`config.mk`:
```
export PLATFORM = sky130hd
export DESIGN_NAME = operand_fetch_pipe
export DESIGN_NICKNAME = d
export VERILOG_FILES = /design/src/rtl/simplerisc_pkg.sv /design/src/rtl/of_fwd_mux.sv /design/src/rtl/operand_fetch_pipe.sv
export SDC_FILE = /design/constraint.sdc
export NUM_CORES = 1
export LEC_CHECK = 0
export ABC_AREA = 0
export CORE_AREA = 2 2 176 178
export DETAILED_ROUTE_END_ITERATION = 8
export DIE_AREA = 0 0 178 180
export PLACE_DENSITY = 0.69
export SLEW_MARGIN = 20
export SYNTH_ARGS = -nofsm -noshare
export SYNTH_HDL_FRONTEND = slang
export SYNTH_SLANG_ARGS = --single-unit
```
`constraint.sdc`:
```
create_clock -name clk -period 2.75 [get_ports clk]
set_input_delay 0.4125 -clock clk [delete_from_list [all_inputs] [get_ports clk]]
set_output_delay 0.4125 -clock clk [all_outputs]
set_load 0.03 [all_outputs]
```
`src/rtl/simplerisc_pkg.sv`:
```
// Shared SimpleRISC definitions for the operand-fetch stage: instruction
// field positions, immediate-modifier encodings, FSM states and the OF/EX
// payload record.
package simplerisc_pkg;

    localparam int OPCODE_MSB   = 31;
    localparam int OPCODE_LSB   = 26;
    localparam int RS2ST_MSB    = 25;
    localparam int RS2ST_LSB    = 22;
    localparam int RS1_MSB      = 21;
    localparam int RS1_LSB      = 18;
    localparam int RS2_MSB      = 17;
    localparam int RS2_LSB      = 14;
    localparam int IMM_MSB      = 15;
    localparam int IMM_LSB      = 0;
    localparam int BT_OFF_MSB   = 26;

    // Modifier bits sit at instr[17:16]; bit 16 (unsigned) beats bit 17 (high).
    localparam int IMM_MOD_MSB  = 17;
    localparam int IMM_MOD_LSB  = 16;

    typedef enum logic [1:0] {
        IMM_SIGNED   = 2'b00,
        IMM_UNSIGNED = 2'b01,
        IMM_HIGH     = 2'b10
    } imm_mod_e;

    localparam int RA_IDX_DEFAULT = 15;

    // Payload fields are sized for the widest supported data path; the stage
    // only uses the low XLEN bits of each.
    localparam int PAYLOAD_XLEN_MAX = 64;

    typedef struct packed {
        logic [PAYLOAD_XLEN_MAX-1:0] pc;
        logic [31:0]                 instr;
        logic [PAYLOAD_XLEN_MAX-1:0] immx;
        logic [PAYLOAD_XLEN_MAX-1:0] branchTarget;
        logic [PAYLOAD_XLEN_MAX-1:0] op1;
        logic [PAYLOAD_XLEN_MAX-1:0] op2;
    } of_ex_payload_t;

    typedef enum logic {
        EMPTY = 1'b0,
        FULL  = 1'b1
    } of_state_e;

endpackage

```
`src/rtl/of_fwd_mux.sv`:
```
// Single-source forwarding mux: picks the youngest in-flight producer of the
// source register, and flags a load in EX that the source depends on.
module of_fwd_mux
    import simplerisc_pkg::*;
#(
    parameter int XLEN = 32,
    parameter int AW   = 4
) (
    input  logic [AW-1:0]   src_i,
    input  logic [XLEN-1:0] rf_data_i,
    input  logic            ex_wr_i,
    input  logic            ex_is_ld_i,
    input  logic [AW-1:0]   ex_rd_i,
    input  logic [XLEN-1:0] ex_data_i,
    input  logic            ma_wr_i,
    input  logic [AW-1:0]   ma_rd_i,
    input  logic [XLEN-1:0] ma_data_i,
    input  logic            rw_wr_i,
    input  logic [AW-1:0]   rw_rd_i,
    input  logic [XLEN-1:0] rw_data_i,
    output logic [XLEN-1:0] data_o,
    output logic            ex_ld_match_o
);

    logic exMatch;
    logic maMatch;
    logic rwMatch;

    assign exMatch       = ex_wr_i && (ex_rd_i == src_i);
    assign maMatch       = ma_wr_i && (ma_rd_i == src_i);
    assign rwMatch       = rw_wr_i && (rw_rd_i == src_i);
    assign ex_ld_match_o = exMatch && ex_is_ld_i;

    // Youngest producer wins; a load in EX has no data yet so it is skipped.
    always_comb begin
        data_o = rf_data_i;
        if (exMatch && !ex_is_ld_i) begin
            data_o = ex_data_i;
        end else if (maMatch) begin
            data_o = ma_data_i;
        end else if (rwMatch) begin
            data_o = rw_data_i;
        end
    end

endmodule

```
`src/rtl/operand_fetch_pipe.sv`:
```
// SimpleRISC operand-fetch stage: decodes immediate and branch target, reads
// and forwards operands, stalls on load-use, and holds the result in a
// one-entry OF/EX register with valid/ready handshake and flush.
module operand_fetch_pipe
    import simplerisc_pkg::*;
#(
    parameter int XLEN   = 32,
    parameter int NREG   = 16,
    parameter int RA_IDX = RA_IDX_DEFAULT,
    localparam int AW    = $clog2(NREG)
) (
    input  logic            clk,
    input  logic            reset,
    input  logic            in_valid,
    output logic            in_ready,
    input  logic [XLEN-1:0] in_pc,
    input  logic [31:0]     in_instr,
    input  logic            is_ret,
    input  logic            is_st,
    input  logic            is_ld,
    input  logic            uses_rs1,
    input  logic            uses_rs2,
    input  logic            flush,
    output logic [AW-1:0]   rf_addr1,
    output logic [AW-1:0]   rf_addr2,
    input  logic [XLEN-1:0] rf_data1,
    input  logic [XLEN-1:0] rf_data2,
    input  logic            ex_wr,
    input  logic            ma_wr,
    input  logic            rw_wr,
    input  logic [AW-1:0]   ex_rd,
    input  logic [AW-1:0]   ma_rd,
    input  logic [AW-1:0]   rw_rd,
    input  logic [XLEN-1:0] ma_data,
    input  logic [XLEN-1:0] rw_data,
    input  logic [XLEN-1:0] ex_data,
    input  logic            ex_is_ld,
    output logic            out_valid,
    input  logic            out_ready,
    output logic [XLEN-1:0] out_pc,
    output logic [31:0]     out_instr,
    output logic [XLEN-1:0] out_immx,
    output logic [XLEN-1:0] out_branch_target,
    output logic [XLEN-1:0] out_op1,
    output logic [XLEN-1:0] out_op2,
    output logic [5:0]      out_opcode_ibit
);

    of_state_e      state_q;
    of_ex_payload_t payload_q;
    of_ex_payload_t payload_d;

    logic [AW-1:0]   rs1Idx;
    logic [AW-1:0]   rs2Idx;
    logic [XLEN-1:0] immX;
    logic [XLEN-1:0] branchTarget;
    logic [XLEN-1:0] op1Fwd;
    logic [XLEN-1:0] op2Fwd;
    logic            ldMatch1;
    logic            ldMatch2;
    logic            hazard;
    logic            accept;
    logic [1:0]      immMod;

    // ret implicitly reads the return-address register; stores read rs2 from
    // the destination field.
    assign rs1Idx   = is_ret ? AW'(RA_IDX) : AW'(in_instr[RS1_MSB:RS1_LSB]);
    assign rs2Idx   = is_st ? AW'(in_instr[RS2ST_MSB:RS2ST_LSB]) : AW'(in_instr[RS2_MSB:RS2_LSB]);
    assign rf_addr1 = rs1Idx;
    assign rf_addr2 = rs2Idx;
    assign immMod   = in_instr[IMM_MOD_MSB:IMM_MOD_LSB];

    // Immediate extension; the unsigned modifier has priority over the high one.
    always_comb begin
        immX = XLEN'($signed(in_instr[IMM_MSB:IMM_LSB]));
        if (immMod[0]) begin
            immX = XLEN'(in_instr[IMM_MSB:IMM_LSB]);
        end else if (immMod[1]) begin
            immX = XLEN'({in_instr[IMM_MSB:IMM_LSB], 16'h0000});
        end
    end

    // Word offset is sign-extended after the shift; the add wraps at XLEN.
    assign branchTarget = in_pc + XLEN'($signed({in_instr[BT_OFF_MSB:0], 2'b00}));

    of_fwd_mux #(.XLEN(XLEN), .AW(AW)) u_fwd1 (
        .src_i         (rs1Idx),
        .rf_data_i     (rf_data1),
        .ex_wr_i       (ex_wr),
        .ex_is_ld_i    (ex_is_ld),
        .ex_rd_i       (ex_rd),
        .ex_data_i     (ex_data),
        .ma_wr_i       (ma_wr),
        .ma_rd_i       (ma_rd),
        .ma_data_i     (ma_data),
        .rw_wr_i       (rw_wr),
        .rw_rd_i       (rw_rd),
        .rw_data_i     (rw_data),
        .data_o        (op1Fwd),
        .ex_ld_match_o (ldMatch1)
    );

    of_fwd_mux #(.XLEN(XLEN), .AW(AW)) u_fwd2 (
        .src_i         (rs2Idx),
        .rf_data_i     (rf_data2),
        .ex_wr_i       (ex_wr),
        .ex_is_ld_i    (ex_is_ld),
        .ex_rd_i       (ex_rd),
        .ex_data_i     (ex_data),
        .ma_wr_i       (ma_wr),
        .ma_rd_i       (ma_rd),
        .ma_data_i     (ma_data),
        .rw_wr_i       (rw_wr),
        .rw_rd_i       (rw_rd),
        .rw_data_i     (rw_data),
        .data_o        (op2Fwd),
        .ex_ld_match_o (ldMatch2)
    );

    // Only sources the instruction actually reads can cause a load-use stall.
    assign hazard    = in_valid && ((uses_rs1 && ldMatch1) || (uses_rs2 && ldMatch2));
    assign out_valid = (state_q == FULL);
    assign in_ready  = !reset && !hazard && (!out_valid || out_ready) && !flush;
    assign accept    = in_valid && in_ready;

    // Assemble the next payload from the decoded and forwarded values.
    always_comb begin
        payload_d              = '0;
        payload_d.pc           = PAYLOAD_XLEN_MAX'(in_pc);
        payload_d.instr        = in_instr;
        payload_d.immx         = PAYLOAD_XLEN_MAX'(immX);
        payload_d.branchTarget = PAYLOAD_XLEN_MAX'(branchTarget);
        payload_d.op1          = PAYLOAD_XLEN_MAX'(op1Fwd);
        payload_d.op2          = PAYLOAD_XLEN_MAX'(op2Fwd);
    end

    // EMPTY/FULL entry state: flush beats accept, accept beats consume; the
    // payload only changes on accept so it stays stable under backpressure.
    always_ff @(posedge clk) begin
        if (reset) begin
            state_q   <= EMPTY;
            payload_q <= '0;
        end else if (flush) begin
            state_q <= EMPTY;
        end else if (accept) begin
            state_q   <= FULL;
            payload_q <= payload_d;
        end else if ((state_q == FULL) && out_ready) begin
            state_q <= EMPTY;
        end
    end

    assign out_pc            = payload_q.pc[XLEN-1:0];
    assign out_instr         = payload_q.instr;
    assign out_immx          = payload_q.immx[XLEN-1:0];
    assign out_branch_target = payload_q.branchTarget[XLEN-1:0];
    assign out_op1           = payload_q.op1[XLEN-1:0];
    assign out_op2           = payload_q.op2[XLEN-1:0];
    assign out_opcode_ibit   = payload_q.instr[OPCODE_MSB:OPCODE_LSB];

endmodule

```
==> results of run 1 <==
[power breakdown]
group          switching (uW)  internal [uW]
sequential               67.1           2880
clock                    1280           1240
combinational            1120           1070
[logic make-up (layout without fill, tap and decap cells)]
logic type | after synthesis | count (layout) | share of synthesized area
and+or+nand+nor | 458 | 458 | 0.183
AOI/OAI and AO/OA | 428 | 428 | 0.272
DFF | 191 | 191 | 0.357
buffers and inverters | 122 | 644 | 0.0542
muxes | 70 | 70 | 0.0713
xor gates and xnor gates | 33 | 33 | 0.0270
adders and majority gates | 30 | 30 | 0.0357
other | 0 | 11 | 0
[worst paths after layout]
kind | from | to | depth (start not counted)
max | is_st | in_ready | 9
min reg2reg | out_immx[6]$_SDFFE_PP0P_ | out_immx[6]$_SDFFE_PP0P_ | 2
min | out_immx[6]$_SDFFE_PP0P_ | out_immx[6]$_SDFFE_PP0P_ | 2
max reg2reg | out_valid$_SDFFE_PP0P_ | out_branch_target[11]$_SDFFE_PP0P_ | 8
[sequential cells by signal, indices dropped and copies added, names as in the netlist]
| signal | count |
|---|---|
| out_op2 | 32 |
| out_branch_target | 32 |
| out_pc | 30 |
| out_immx | 32 |
| out_op1 | 32 |
| out_instr | 32 |
| out_valid | 1 |
[layer usage]
metal | routed length [um] | global-route usage | share of wire | up-vias
met5 | 0 | 0 | 0 | -
met3 | 3640 | 0.0770 | 0.083 | 64
met2 | 21400 | 0.452 | 0.49 | 457
li1 | - | - | - | 5783
met4 | 1270 | 0.110 | 0.029 | 0
met1 | 17500 | 0.314 | 0.40 | 5694
[worst max-delay path, stage by stage]
cell,delay [ns]
clkdlybuf4s50_1,0.51
buf_12,0.14
mux2i_4,0.25
mux2i_1,0.21
nand4_1,0.16
buf_4,0.18
nor2_1,0.09
a21oi_1,0.10
buf_4,0.19
[cell usage after synthesis (all sizes together), types with 4 or more instances]
| library cell | n |
|---|---|
| a211o | 34 |
| a211oi | 55 |
| a21boi | 6 |
| a21o | 8 |
| a21oi | 192 |
| and2 | 6 |
| buf | 56 |
| clkbuf | 52 |
| dfxtp | 191 |
| ha | 29 |
| inv | 14 |
| mux2 | 32 |
| mux2i | 38 |
| nand2 | 240 |
| nand2b | 6 |
| nand3 | 25 |
| nand3b | 8 |
| nand4 | 5 |
| nor2 | 110 |
| nor2b | 6 |
| nor3 | 30 |
| o211ai | 40 |
| o21a | 4 |
| o21ai | 31 |
| o22a | 32 |
| o31ai | 6 |
| or2 | 5 |
| or3 | 4 |
| xnor2 | 14 |
| xor2 | 19 |
[final cells by class]
| cell class | count | area share |
|---|---|---|
| clock inverters | 14 | 0.00854 |
| multi-input cells | 1019 | 0.372 |
| well taps | 396 | 0.0286 |
| inverters | 14 | 0.00304 |
| clock buffers | 18 | 0.0254 |
| flip-flops and latches | 191 | 0.221 |
| diodes | 11 | 0.00159 |
| repair buffers | 598 | 0.340 |
[per-stage QoR]
step / power (uW) / hold slack (ns)
2_1_floorplan: 4060 / 0.549
3_3_place_gp: 5150 / 0.438
3_5_place_dp: 5180 / 0.446
4_1_cts: 7710 / 0.457
5_1_grt: 8010 / 0.473
6_report: 7660 / 0.454
[repair_timing]
action | in CTS | in global routing
gates resized for setup | 3 | 11
pin swaps | 0 | 2
setup endpoints to repair | 1 | 10
buffers inserted | 0 | 2
==> results.sh, run 1 <==
export IMPL_run_status="finished, final reports clean"
export IMPL_timing_final_max_slew_violations=0
export IMPL_routed_via_density=5.31
export IMPL_fp_dieArea_um2=32000
export IMPL_synthDominantAreaCellType="dfxtp_1"
export IMPL_htree_num_levels=4
export IMPL_antenna_violations_before_repair=10
export IMPL_totalNegativeSetupSlack_ns=0
export IMPL_die_w_um=178
export IMPL_synthCells=1332
export IMPL_max_freq_ghz=0.375
export IMPL_worstMarginPinSlew_ns=1.00
export IMPL_hold_path_class="reg -> reg"
export IMPL_clock_input_transition_at_the_sequential_cells_of_the_worst_setup_and_hold_paths_ns=0.08
export IMPL_final_antenna_net_count=0
export IMPL_dr_first_iter_drc_count=692
export IMPL_final_hold_viol_count=0
export IMPL_placed_cells=2216
export IMPL_critical_path_max_fanout=4
export IMPL_cp_required_ns=2.34
export IMPL_regToRegSetupSlack_ns=0.46
export IMPL_mostFrequentLayoutCell="clkdlybuf4s50_1"
export IMPL_synth_seq_cells=191
export IMPL_setup_worst_path_end_class="output pin"
export IMPL_first_pass_iters=5
export IMPL_period_minus_slack_ns=2.67
export IMPL_unrepaired_setup_endpoints_after_global_routing="false"
export IMPL_maxSlewHeadroom=0.331
export IMPL_final_critical_path_setup_slack_ns=0.0835
export IMPL_max_clock_path_buffers=2
export IMPL_initial_utilization=0.355
export IMPL_synthesis_area_um2=10700
export IMPL_synth_net_count=1612
export IMPL_io_pins=458
export IMPL_grt_util_all_layers=0.267
export IMPL_routabilityCongestion=0.899
export IMPL_cts_buffers_inserted=17
export IMPL_grt_first_pass_wirelength_um=67100
export IMPL_yosysSeqAreaShare=0.357
export IMPL_design_final_nets=2121
export IMPL_yosys_area_top_type_share=0.357
export IMPL_cts_hold_buf=0
export IMPL_mostFrequentLayoutCells="450 x clkdlybuf4s50_1, 239 x nand2_1, 192 x a21oi_1"
export IMPL_core_area_um2=30200
export IMPL_multi_input_area_um2=6430
export IMPL_arrival_ns=2.25
export IMPL_die_h_um=180
export IMPL_worstSetupPathType="in -> out"
export IMPL_postSynth_topFlopCell="dfxtp_1"
export IMPL_p_per_area_nw_per_um2=443
export IMPL_design_area_um2=17300
export IMPL_grt_pass1_vias=11943
export IMPL_sum_of_routed_wire_length_over_all_layers_um=43800
export IMPL_ys_async_sr_fraction=0
export IMPL_globalRoute_totalOverflow=0
export IMPL_skew_ns=0.00931
export IMPL_fin_crit_sh=0.970
export IMPL_clock_network_latency_to_the_later_pin_of_the_worst_skew_pair_ns=0.45
export IMPL_cts_tree="done"
export IMPL_post_drt_wl_per_cell_um=19.4
export IMPL_timing_final_setup_violations=0
export IMPL_postSynthAreaPerCell_um2=8.05
export IMPL_pre_cts_slack_ns=-0.399
export IMPL_library_cell_used_as_clock_root_buffer="clkbuf_16"
export IMPL_grt_max_degree=192
export IMPL_drv_max_cap_violation_count=0
export IMPL_post_synth_num_cell_types=66
export IMPL_clock_sink_count=191
export IMPL_start_kind="input port"
export IMPL_area_delta_synth_final_pct=61.4
export IMPL_fin_cells=2261
export IMPL_power_static_leakage_uw=0.00665
export IMPL_synth_edff_count=0
export IMPL_num_fill_cells=2821
export IMPL_detailed_place_area_um2=16600
export IMPL_portBuffers=456
export IMPL_place_hpwl_um=32700
export IMPL_layout_area_seq_um2=3820
export IMPL_drt_drc_violations_left=0
export IMPL_count_of_standard_cell_rows=64
export IMPL_dr_total_vias=11998
export IMPL_layout_drive_gt1_share=0.129
export IMPL_vdd_ir_drop_worst_mv=0.352
export IMPL_ys_top_cells_by_area="dfxtp_1 36%, a21oi_1 9.0%, nand2_1 8.4%"
export IMPL_fin_util=0.573
export IMPL_synth_warnings=0
No activity file was read; power rests on OpenSTA's default activity.
==> run 2, diff against run 1 <==
==> constraint.sdc (replaced) <==
create_clock -name clk -period 2.75 [get_ports clk]
set_input_delay 0.4125 -clock clk [delete_from_list [all_inputs] [get_ports clk]]
set_output_delay 0.4125 -clock clk [all_outputs]
set_load 0.01 [all_outputs]
==> results.sh, run 2 (synthesis results as in run 1) <==
export IMPL_unrepaired_setup_endpoints_after_global_routing="true"
export IMPL_cp_num_buf_inv=3
export IMPL_arrival_ns=2.23
export IMPL_globalRoute_totalOverflow=0
export IMPL_core_area_um2=30200
export IMPL_io_pins=458
export IMPL_grt_util_all_layers=0.262
export IMPL_max_clock_path_buffers=2
export IMPL_worstMarginPinSlew_ns=1.19
export IMPL_critical_path_max_fanout=2
export IMPL_post_drt_wl_per_cell_um=19.3
export IMPL_htree_num_levels=4
export IMPL_vdd_ir_drop_worst_mv=0.350
export IMPL_worst_setup_path_endpoint="in_ready"
export IMPL_pre_cts_slack_ns=-0.350
export IMPL_maxSlewHeadroom=0.202
export IMPL_power_switching_share=0.301
export IMPL_fp_dieArea_um2=32000
export IMPL_die_h_um=180
export IMPL_grt_max_degree=192
export IMPL_overall_power_after_layout_uw=7530
export IMPL_fin_crit_sh=0.963
export IMPL_regToRegSetupSlack_ns=0.43
export IMPL_portBuffers=456
export IMPL_totalNegativeSetupSlack_ns=0
export IMPL_num_fill_cells=2695
export IMPL_fin_cells=2266
export IMPL_drv_max_cap_violation_count=0
export IMPL_die_w_um=178
export IMPL_dr_total_vias=12056
export IMPL_design_area_um2=17400
export IMPL_hold_path_class="reg -> reg"
export IMPL_mostFrequentLayoutCell="clkdlybuf4s50_1"
export IMPL_place_hpwl_um=32800
export IMPL_grt_pass1_vias=11790
export IMPL_first_pass_iters=5
export IMPL_timing_critical_path_slowest_stage_cell="clkdlybuf4s50_1"
export IMPL_layout_area_seq_um2=3820
export IMPL_startpoint="is_st"
export IMPL_p_clk_frac=0.342
export IMPL_worst_path_dominant_cell_family="buffers and inverters"
export IMPL_run_status="finished, final reports clean"
export IMPL_clock_sink_count=191
export IMPL_design_final_nets=2134
export IMPL_routed_via_density=5.32
export IMPL_final_hold_viol_count=0
export IMPL_internal_power_uw=5270
export IMPL_power_frac_seq=0.392
export IMPL_cts_hold_buf=0
export IMPL_comb_power_share=0.266
export IMPL_power_static_leakage_uw=0.00670
export IMPL_drt_drc_violations_left=0
export IMPL_cts_buffers_inserted=17
export IMPL_count_of_standard_cell_rows=64
export IMPL_timing_critical_path_slowest_cell_delay_ns=0.49
export IMPL_grt_first_pass_wirelength_um=65800
export IMPL_detailed_place_area_um2=16700
export IMPL_timing_rr_end="out_immx[6]$_SDFFE_PP0P_"
export IMPL_layout_drive_gt1_share=0.133
export IMPL_sum_of_routed_wire_length_over_all_layers_um=43700
export IMPL_cp_required_ns=2.34
export IMPL_multi_input_area_um2=6420
export IMPL_start_kind="input port"
export IMPL_final_antenna_net_count=0
export IMPL_timing_critical_path_cells="clkdlybuf4s50_1 -> buf_4 -> mux2i_4 -> mux2i_1 -> nand4_1 -> nor2_1 -> a21oi_2 -> dlygate4sd2_1"
export IMPL_setup_worst_path_end_class="output pin"
export IMPL_p_switching_uw=2270
export IMPL_final_critical_path_setup_slack_ns=0.103
export IMPL_worstRegToRegCells=8
export IMPL_p_per_area_nw_per_um2=434
export IMPL_critical_path_cell_count=8
export IMPL_skew_ns=0.0119
export IMPL_timing_final_setup_violations=0
export IMPL_period_minus_slack_ns=2.65
export IMPL_worstSetupPathType="in -> out"
export IMPL_r2r_start="out_valid$_SDFFE_PP0P_"
export IMPL_clock_input_transition_at_the_sequential_cells_of_the_worst_setup_and_hold_paths_ns=0.07
export IMPL_timing_final_max_slew_violations=0
export IMPL_placed_cells=2230
export IMPL_mostFrequentLayoutCells="450 x clkdlybuf4s50_1, 239 x nand2_1, 191 x a21oi_1, 191 x dfxtp_1, 135 x buf_4"
export IMPL_max_freq_ghz=0.378
export IMPL_antenna_violations_before_repair=3
export IMPL_initial_utilization=0.355
export IMPL_area_delta_synth_final_pct=62.1
export IMPL_routabilityCongestion=0.913
export IMPL_clock_network_latency_to_the_later_pin_of_the_worst_skew_pair_ns=0.46
export IMPL_dr_first_iter_drc_count=780
export IMPL_library_cell_used_as_clock_root_buffer="clkbuf_16"
export IMPL_cts_tree="done"
run 2: changes by cell type in the layout (fill, tap and decap cells not counted), moves of 2 or more:
| cell | change |
|---|---|
| diode_2 | -8 |
| dlymetal6s2s_1 | -3 |
| buf_4 | +11 |
| dlygate4sd2_1 | +4 |
| o21ai_0 | -2 |
run 2: per-layer routing:
| layer | vias to the layer above | share of wire | track usage |
|---|---|---|---|
| li1 | 5801 | - | - |
| met1 | 5711 | 0.40 | 0.303 |
| met2 | 473 | 0.49 | 0.464 |
| met3 | 71 | 0.079 | 0.0679 |
| met4 | 0 | 0.025 | 0.0885 |
| met5 | - | 0 | 0 |
run 2: worst min-delay path by stage:
stage,from,endpoint,slack (ns),cells past startpoint
floorplan,out_branch_target[6]$_SDFFE_PP0P_,out_branch_target[6]$_SDFFE_PP0P_,0.48,2
global placement,out_immx[14]$_SDFFE_PP0P_,out_immx[14]$_SDFFE_PP0P_,0.44,2
detailed placement,out_branch_target[15]$_SDFFE_PP0P_,out_branch_target[15]$_SDFFE_PP0P_,0.44,2
CTS,out_pc[23]$_SDFFE_PP0P_,out_pc[23]$_SDFFE_PP0P_,0.46,2
global route,out_instr[20]$_SDFFE_PP0P_,out_instr[20]$_SDFFE_PP0P_,0.47,2
finish,out_pc[28]$_SDFFE_PP0P_,out_pc[28]$_SDFFE_PP0P_,0.46,2
run 2: worst min-delay path, stage by stage, from the launching register on:
cell and delay, ns:
dfxtp_1 0.31, nand2_1 0.05, a21oi_1 0.05
run 2: final cells by class:
cell class / count / area share
multi-input cells: 1019 / 0.370
repair buffers: 611 / 0.344
flip-flops and latches: 191 / 0.220
well taps: 396 / 0.0285
clock buffers: 17 / 0.0245
clock inverters: 15 / 0.00994
inverters: 14 / 0.00303
diodes: 3 / 0.000432
run 2: power by group through the flow:
| stage | logic, uW | registers [uW] | clock network (uW) |
|---|---|---|---|
| CTS | 2000 | 2950 | 2630 |
| global placement | 1960 | 3010 | 0 |
| floorplan | 796 | 3060 | 0 |
| finish | 2000 | 2950 | 2580 |
| global route | 2160 | 2970 | 2730 |
| detailed placement | 1980 | 3020 | 0 |
run 2: timing repair:
item | in CTS | in global routing
setup endpoints to repair | 1 | 48
setup buffers | 1 | 0
resized for setup | 10 | 5
pin swaps | 2 | 1
run 2: per-stage QoR:
step / hold slack [ns] / utilization
4_1_cts: 0.458 / 0.575
6_report: 0.456 / 0.575
2_1_floorplan: 0.476 / -
3_3_place_gp: 0.439 / 0.554
5_1_grt: 0.473 / 0.575
3_5_place_dp: 0.444 / 0.554
